$ cat src/rtl/mac_pkg.sv
// rtl/mac_pkg.sv - shared state encoding and default widths for the shift-add MAC
package mac_pkg;

    localparam int MAC_N     = 8;
    localparam int MAC_ACC_W = 20;

    typedef enum logic [1:0] {
        IDLE = 2'd0,
        MUL  = 2'd1,
        ACC  = 2'd2,
        DONE = 2'd3
    } mac_state_t;

endpackage

$ cat src/rtl/mac_seq_ctrl.sv
// rtl/mac_seq_ctrl.sv - sequencing FSM for the shift-add MAC
//   clk, rst : clock, synchronous active-high reset
//   start    : operation request, honoured only in IDLE
//   clr_acc  : accumulator clear request, honoured only in IDLE or DONE
//   state    : current FSM state, decoded by the datapath
//   load     : operand capture strobe (IDLE and start)
//   clr_en   : qualified accumulator clear
//   busy     : registered, high in MUL and ACC
//   done     : registered, high for the single DONE cycle
module mac_seq_ctrl
    import mac_pkg::*;
#(
    parameter int N = MAC_N
) (
    input  logic       clk,
    input  logic       rst,
    input  logic       start,
    input  logic       clr_acc,
    output mac_state_t state,
    output logic       load,
    output logic       clr_en,
    output logic       busy,
    output logic       done
);

    localparam int CNT_W = (N > 1) ? $clog2(N) : 1;
    localparam logic [CNT_W-1:0] LAST = CNT_W'(N - 1);

    logic [CNT_W-1:0] cnt;

    assign load   = (state == IDLE) && start;
    assign clr_en = clr_acc && ((state == IDLE) || (state == DONE));

    // busy/done are set on the transition into their states so they are
    // registered yet still aligned with the state they describe.
    always_ff @(posedge clk) begin
        if (rst) begin
            state <= IDLE;
            cnt   <= '0;
            busy  <= 1'b0;
            done  <= 1'b0;
        end else begin
            case (state)
                IDLE: begin
                    if (start) begin
                        state <= MUL;
                        cnt   <= '0;
                        busy  <= 1'b1;
                    end
                end
                MUL: begin
                    // fixed N steps, no early exit on a zero multiplier
                    cnt <= cnt + 1'b1;
                    if (cnt == LAST) begin
                        state <= ACC;
                    end
                end
                ACC: begin
                    state <= DONE;
                    busy  <= 1'b0;
                    done  <= 1'b1;
                end
                DONE: begin
                    state <= IDLE;
                    done  <= 1'b0;
                end
                default: begin
                    state <= IDLE;
                    busy  <= 1'b0;
                    done  <= 1'b0;
                end
            endcase
        end
    end

endmodule

$ cat src/rtl/mux2.sv
// rtl/mux2.sv - generic W-bit 2-to-1 multiplexer from the mux library
//   sel : select, 0 picks d0, 1 picks d1
//   d0  : input 0
//   d1  : input 1
//   y   : selected output
module mux2 #(
    parameter int W = 8
) (
    input  logic         sel,
    input  logic [W-1:0] d0,
    input  logic [W-1:0] d1,
    output logic [W-1:0] y
);

    assign y = sel ? d1 : d0;

endmodule

$ cat src/rtl/mac_seq_unit.sv
// rtl/mac_seq_unit.sv - sequential shift-add multiply with wrapping accumulator
//   clk, rst : clock, synchronous active-high reset
//   start    : begin an operation (IDLE only)
//   clr_acc  : clear acc and ovf (IDLE or DONE only)
//   a, b     : N-bit multiplicand / multiplier, captured on start
//   busy     : high in MUL and ACC
//   done     : one-cycle completion pulse
//   product  : last completed 2N-bit product, cleared on start
//   acc      : ACC_W-bit wrapping accumulator
//   ovf      : sticky accumulator carry-out
module mac_seq_unit
    import mac_pkg::*;
#(
    parameter int N     = MAC_N,
    parameter int ACC_W = MAC_ACC_W
) (
    input  logic             clk,
    input  logic             rst,
    input  logic             start,
    input  logic             clr_acc,
    input  logic [N-1:0]     a,
    input  logic [N-1:0]     b,
    output logic             busy,
    output logic             done,
    output logic [2*N-1:0]   product,
    output logic [ACC_W-1:0] acc,
    output logic             ovf
);

    mac_state_t     state;
    logic           load;
    logic           clr_en;
    logic [2*N-1:0] mcand;
    logic [N-1:0]   mplier;
    logic [2*N-1:0] partial_sum;
    logic [2*N-1:0] product_step;
    logic [ACC_W:0] acc_sum;

    mac_seq_ctrl #(.N(N)) u_ctrl (
        .clk     (clk),
        .rst     (rst),
        .start   (start),
        .clr_acc (clr_acc),
        .state   (state),
        .load    (load),
        .clr_en  (clr_en),
        .busy    (busy),
        .done    (done)
    );

    // product + mcand never exceeds 2N bits: mcand only ever holds a << i
    // for the bits of b still being consumed.
    assign partial_sum = product + mcand;

    mux2 #(.W(2 * N)) u_add_sel (
        .sel (mplier[0]),
        .d0  (product),
        .d1  (partial_sum),
        .y   (product_step)
    );

    // one extra bit captures the carry that feeds the sticky flag
    assign acc_sum = {1'b0, acc} + (ACC_W + 1)'(product);

    always_ff @(posedge clk) begin
        if (rst) begin
            mcand   <= '0;
            mplier  <= '0;
            product <= '0;
            acc     <= '0;
            ovf     <= 1'b0;
        end else begin
            if (load) begin
                mcand   <= {{N{1'b0}}, a};
                mplier  <= b;
                product <= '0;
            end
            if (state == MUL) begin
                product <= product_step;
                mcand   <= mcand << 1;
                mplier  <= mplier >> 1;
            end
            if (state == ACC) begin
                acc <= acc_sum[ACC_W-1:0];
                ovf <= ovf | acc_sum[ACC_W];
            end else if (clr_en) begin
                acc <= '0;
                ovf <= 1'b0;
            end
        end
    end

endmodule

$ cat config.mk
export PLATFORM = sky130hd
export DESIGN_NAME = mac_seq_unit
export DESIGN_NICKNAME = d
export VERILOG_FILES = /design/src/rtl/mac_pkg.sv /design/src/rtl/mac_seq_ctrl.sv /design/src/rtl/mux2.sv /design/src/rtl/mac_seq_unit.sv
export SDC_FILE = /design/constraint.sdc
export NUM_CORES = 1
export LEC_CHECK = 0
export CAP_MARGIN = 20
export CORE_MARGIN = 2
export CORE_UTILIZATION = 35
export DETAILED_ROUTE_END_ITERATION = 8
export PLACE_DENSITY = 0.61
export SLEW_MARGIN = 0
export SYNTH_ARGS = -nofsm -noshare
export SYNTH_HDL_FRONTEND = slang
export SYNTH_SLANG_ARGS = --single-unit
export TNS_END_PERCENT = 100
$ cat constraint.sdc
create_clock -name clk -period 2.45 [get_ports clk]
set_input_delay 0.735 -clock clk [delete_from_list [all_inputs] [get_ports clk]]
set_output_delay 0.735 -clock clk [all_outputs]
set_load 0.005 [all_outputs]
-- Word level (Yosys, flattened, before mapping)
Cells that the tools add are included.
- flip-flop bits (word level): 68
- input port bits: 20
- output and inout port bits: 39
- word-level logic and storage cells: 55
- add/subtract/negate cells: 3
- eq/ne operators: 7
- multiplexer cells: 19
- bitwise gates (word level): 1
- reduce and logical (&&, ||, !) cells: 14
- operator list (kind ; number):
    16-bit 2-to-1 mux ; 5
    20-bit 2-to-1 mux ; 2
    20-bit by 16-bit adder with 21-bit output ; 1
    16-bit adder ; 1
    7-bit 2-to-1 mux ; 2
    2-bit nonzero test ; 5
    2-bit case mux with 4 select lines ; 1
    2-bit AND reduction ; 4
    3-bit case mux with 2 select lines ; 1
    2-bit equality test (second input constant) ; 2
    2-bit 2-to-1 mux ; 2
    2-bit != test (second input constant) ; 2
    1-bit case mux with 2 select lines ; 2
    3-bit by 1-bit adder with 3-bit output (second input constant) ; 1
    3-bit equality test (second input constant) ; 1
    1-bit 2-to-1 mux ; 3
    3-bit 2-to-1 mux ; 1
    2-bit by 1-bit equality test with 1-bit output (second input constant) ; 1
    1-bit logical AND ; 2
    2-bit zero test ; 1
    2-bit by 1-bit != test with 1-bit output (second input constant) ; 1
    2-bit OR reduction ; 1
    1-bit logical OR ; 1
    1-bit OR ; 1

-- Depth between registers and ports, before layout
- depth after elaboration: 5
- mapped depth: 9
- gate-level depth less buffers: 9

-- By module
From an unflattened synthesis, not the netlist that was laid out.
- cell total of the unflattened synthesis: 520
- area, all modules: 4520.6 um^2
- by module, submodules not included (module ; times used ; cells each ; area an instance (um^2) ; seq. area each (um^2)):
    mac_seq_unit ; 1 ; 462 ; 3896.2 ; 1221.2
    mac_seq_ctrl ; 1 ; 40 ; 375.4 ; 140.1
    mux2 ; 1 ; 18 ; 249.0 ; 0.0

-- Worst setup path before layout
No wires, ideal clock.
- kind: reg2reg
- from: reg product[0]
- to: reg ovf
- setup time: 0.117 ns
- data arrival time: 2.097 ns
- required time: 2.333 ns
- path slack: 0.236 ns
- stages on the path, launching flop included: 9
- buffers on the path: 0
- period minus slack after synthesis: 2.214 ns
- cells stage by stage: dfxtp_1 ha_1 fa_1 a21oi_1 o21ai_1 a21oi_2 a31oi_2 a41o_2 a32o_1
- longest elaborated chain between the ends: 3
- RTL lines (element ; line ; text):
    start, declared ; mac_seq_unit.sv:25 ; output logic [2*N-1:0] product,
    start signal, assigned ; mac_seq_unit.sv:79 ; product <= product_step;
    20-bit by 16-bit adder with 21-bit output ; mac_seq_unit.sv:63 ; assign acc_sum = {1'b0, acc} + (ACC_W + 1)'(product);
    1-bit OR ; mac_seq_unit.sv:85 ; ovf <= ovf | acc_sum[ACC_W];
    1-bit 2-to-1 mux ; mac_seq_unit.sv:83 ; if (state == ACC) begin
    end signal, assigned ; mac_seq_unit.sv:85 ;
    end, declared ; mac_seq_unit.sv:27 ; output logic ovf
No other way between the ends.
A chain may end at the register's enable or synchronous reset.

-- Final worst setup path
- from: reg product[0]
- to: reg product[14]
- longest elaborated chain between the ends: 3
- RTL lines (element ; line ; text):
    16-bit adder ; mac_seq_unit.sv:53 ; assign partial_sum = product + mcand;
    16-bit 2-to-1 mux ; mux2.sv:15 ; assign y = sel ? d1 : d0;
    16-bit 2-to-1 mux ; mac_seq_unit.sv:78 ; if (state == MUL) begin
No other way between the ends. The select of a mux whose other input is x is not followed.

==> run_results.csv <==
group,metric,value,unit
routing,vias,3674,
cells_and_area,multiInputGateArea,2529,µm²
synthesis,mappedNetlistNets,553,
worst_setup_path,crit_fanout,4,
run,max-cap-violations,0,
worst_setup_path,cp.depth,9,
power_and_ir_drop,power,3.457,mW
sta,post-route-period-util,94.92,%
sta,hold_violations,0,
sta,tightest_slew,0.6427,ns
worst_setup_path,worstPathArrival,2.54,ns
sta,clock.fmax,430.0,MHz
clock_tree,cts-root-buf,"clkbuf_16",
clock_tree,htreeDepth,3,
grt,grt_pass1_vias,3388,
clock_tree,path_clk_slew,0.05,ns
worst_setup_path,critPathMaxStageDelay,0.40,ns
min_path,min_path_type,"flip-flop to flip-flop",
floorplanning,die_h,111.2,µm
min_path,whs_path_depth,1,
synthesis,synth_area_leaders,"dfxtp_1, ha_1, a21oi_1",
floorplanning,initial_core_util,35.55,%
floorplanning,rows,39,
cells_and_area,area_growth,25.33,%
worst_setup_path,slowest_stage,"fa_1",
synthesis,async_reset_ff_share,0,%
routing,ant_nets,0,
synthesis,ys_top_cells_by_count,"a21oi_1, dfxtp_1, nor2_1, nand2_1, ha_1",
placement,dp_hpwl,7.357,mm
synthesis,syn-cell-area,4025,µm²
power_and_ir_drop,leakagePower,2.134,nW
synthesis,synth_top_area_share,33.82,%
placement,gp_congestion,0.8656,
sta,slew_violations,0,
routing,drc,0,
synthesis,yosysTopAreaCell,"dfxtp_1",
worst_setup_path,start_kind,"flip-flop",
worst_setup_path,cp_top_family,"compound AO/OA/AOI/OAI gates",
synthesis,yosysWarnings,0,
grt,overflow,0,
clock_tree,cts.sink_count,68,
worst_setup_path,rr_worst_depth,9,
synthesis,seq_area_frac_synth,33.82,%
synthesis,syn-instance-count,494,
sta,maxSlewHeadroom,57.07,%
clock_tree,cts.path.max_buffers,2,
synthesis,synth-edff-count,0,
synthesis,ys_types,48,
placement,io_buffers,58,
grt,groute.usage.overall,15.56,%
sta,finalClockSkew,0.005807,ns
sta,setup_violations,0,
floorplanning,core-area,11320,µm²
cells_and_area,drive_above_1_share,6.655,%
worst_setup_path,crit_path_cell_trace,"ha_1 > fa_1 > a21oi_1 > o21ai_1 > a21oi_2 > o221ai_1 > a211oi_2 > xnor2_1 > a22o_1",
worst_setup_path,crit_path_end_kind,"flip-flop",
power_and_ir_drop,p_per_area,685.2,nW/µm²
synthesis,yosys_register_bits,68,
sta,finalCriticalPeriod,2.325,ns
clock_tree,numCtsBuffers,9,
routing,first_pass_iters,4,
synthesis,postSynthAreaPerCell,8.148,µm²
clock_tree,cts_tree,"done",
worst_setup_path,cp.buffers_inverters,0,
floorplanning,io_pins,59,
floorplanning,die_area,12370,µm²
cells_and_area,seqCellArea,1363,µm²
routing,avgViaCountPerCell,5.256,
placement,pre_cts_ws,0.09231,ns
sta,layout_setup_ws,0.1246,ns
grt,grt_pass1_wl,15.90,mm
worst_setup_path,worstPathRequired,2.67,ns
routing,drt_iter0_drc,169,
worst_setup_path,path_class,"flip-flop to flip-flop",
routing,routedWlPerCell,13.85,µm
floorplanning,dieWidth,111.2,µm
grt,grt_max_degree,34,
routing,drt-total-wl,9.681,mm
run_status,status,"complete, no violations",
clock_tree,worstSkewPairLatency,0.32,ns
synthesis,synth_ff_type,"dfxtp_1",
cells_and_area,num_antenna_cells,0,
power_and_ir_drop,ir_drop,0.6283,mV
cells_and_area,nets,610,
grt,antenna_found_initial,0,
cells_and_area,n_fill_cell,1136,
-- registers in the layout, summed over array words and instances, names as in the netlist --
register / flops
ovf: 1
u_ctrl.busy: 1
u_ctrl.cnt: 3
acc: 20
mplier: 8
u_ctrl.done: 1
u_ctrl.state: 2
product: 16
mcand: 16
-- what timing repair did --
item / 4_1_cts / 5_1_grt
hold buffers: 0 / 0
buffers inserted: 0 / 0
gates resized for setup: 0 / 2
endpoints found under the setup margin: 0 / 4
-- kinds of logic after synthesis --
group                    count (synthesis)  share of synthesized area, %
flip-flops                              68                         33.82
AND/OR/NAND/NOR                        157                         16.88
buffers and inverters                   37                         3.481
AO/OA/AOI/OAI                          163                         26.67
XOR/XNOR                                26                         5.657
multiplexers                             4                        0.9948
adder cells (fa/ha/maj)                 39                         12.50
-- layer usage --
metal	global-route usage (%)	part of all wire, %
met3	3.882	4.6
met5	0	0
met2	25.61	46
met1	20.12	48
met4	4.774	1.6
-- layout make-up --
class | count | area share (%)
Clock buffer | 14 | 5.035
Clock inverter | 2 | 0.1984
Inverter | 14 | 1.042
Multi-Input combinational cell | 389 | 50.12
Sequential cell | 68 | 27.01
Tap cell | 143 | 3.547
Timing Repair Buffer | 69 | 13.05
-- metrics by stage --
stage / cell area [µm²] / std cells / util [%] / TNS (ns) / hold WS (ns)
floorplan: 4025 / 494 / - / 0 / 0.4551
global placement: 4775 / 683 / 42.18 / 0 / 0.4541
detailed placement: 4775 / 683 / 42.18 / 0 / 0.4574
CTS: 5039 / 699 / 44.51 / 0 / 0.4699
global route: 5045 / 699 / 44.56 / -0.04041 / 0.5040
finish: 5045 / 699 / 44.56 / 0 / 0.4692
-- worst reg2reg max path, cell delays in order (launching register included) --
cell and delay (ns):
dfxtp_1 0.34, ha_1 0.25, fa_1 0.40, a21oi_1 0.20, o21ai_1 0.10, a21oi_2 0.20, o221ai_1 0.21, a211oi_2 0.26
xnor2_1 0.09, a22o_1 0.19
-- final timing paths --
kind	to	from	slack, ns
max reg2reg	product[14]	product[0]	0.12
max	product[14]	product[0]	0.12
min	ovf	ovf	0.47
min reg2reg	ovf	ovf	0.47
-- power by group --
group	internal, mW	switching [mW]	leakage, nW
Combinational	0.353	0.656	1.45
Clock	0.709	0.436	0.131
Sequential	1.22	0.0845	0.551
-- placed cells by master (no fill, tap or decap), types with 13 or more instances in the layout --
cell and n:
clkdlybuf4s50_1 57, nor2_1 68, dfxtp_1 67, nand2_1 41
o21ai_0 15, a21oi_1 68, nand3_1 22, ha_1 37
xnor2_1 18, a22o_1 15, inv_1 14, a22oi_1 13
Note: power is estimated with default switching activity, not from simulation.
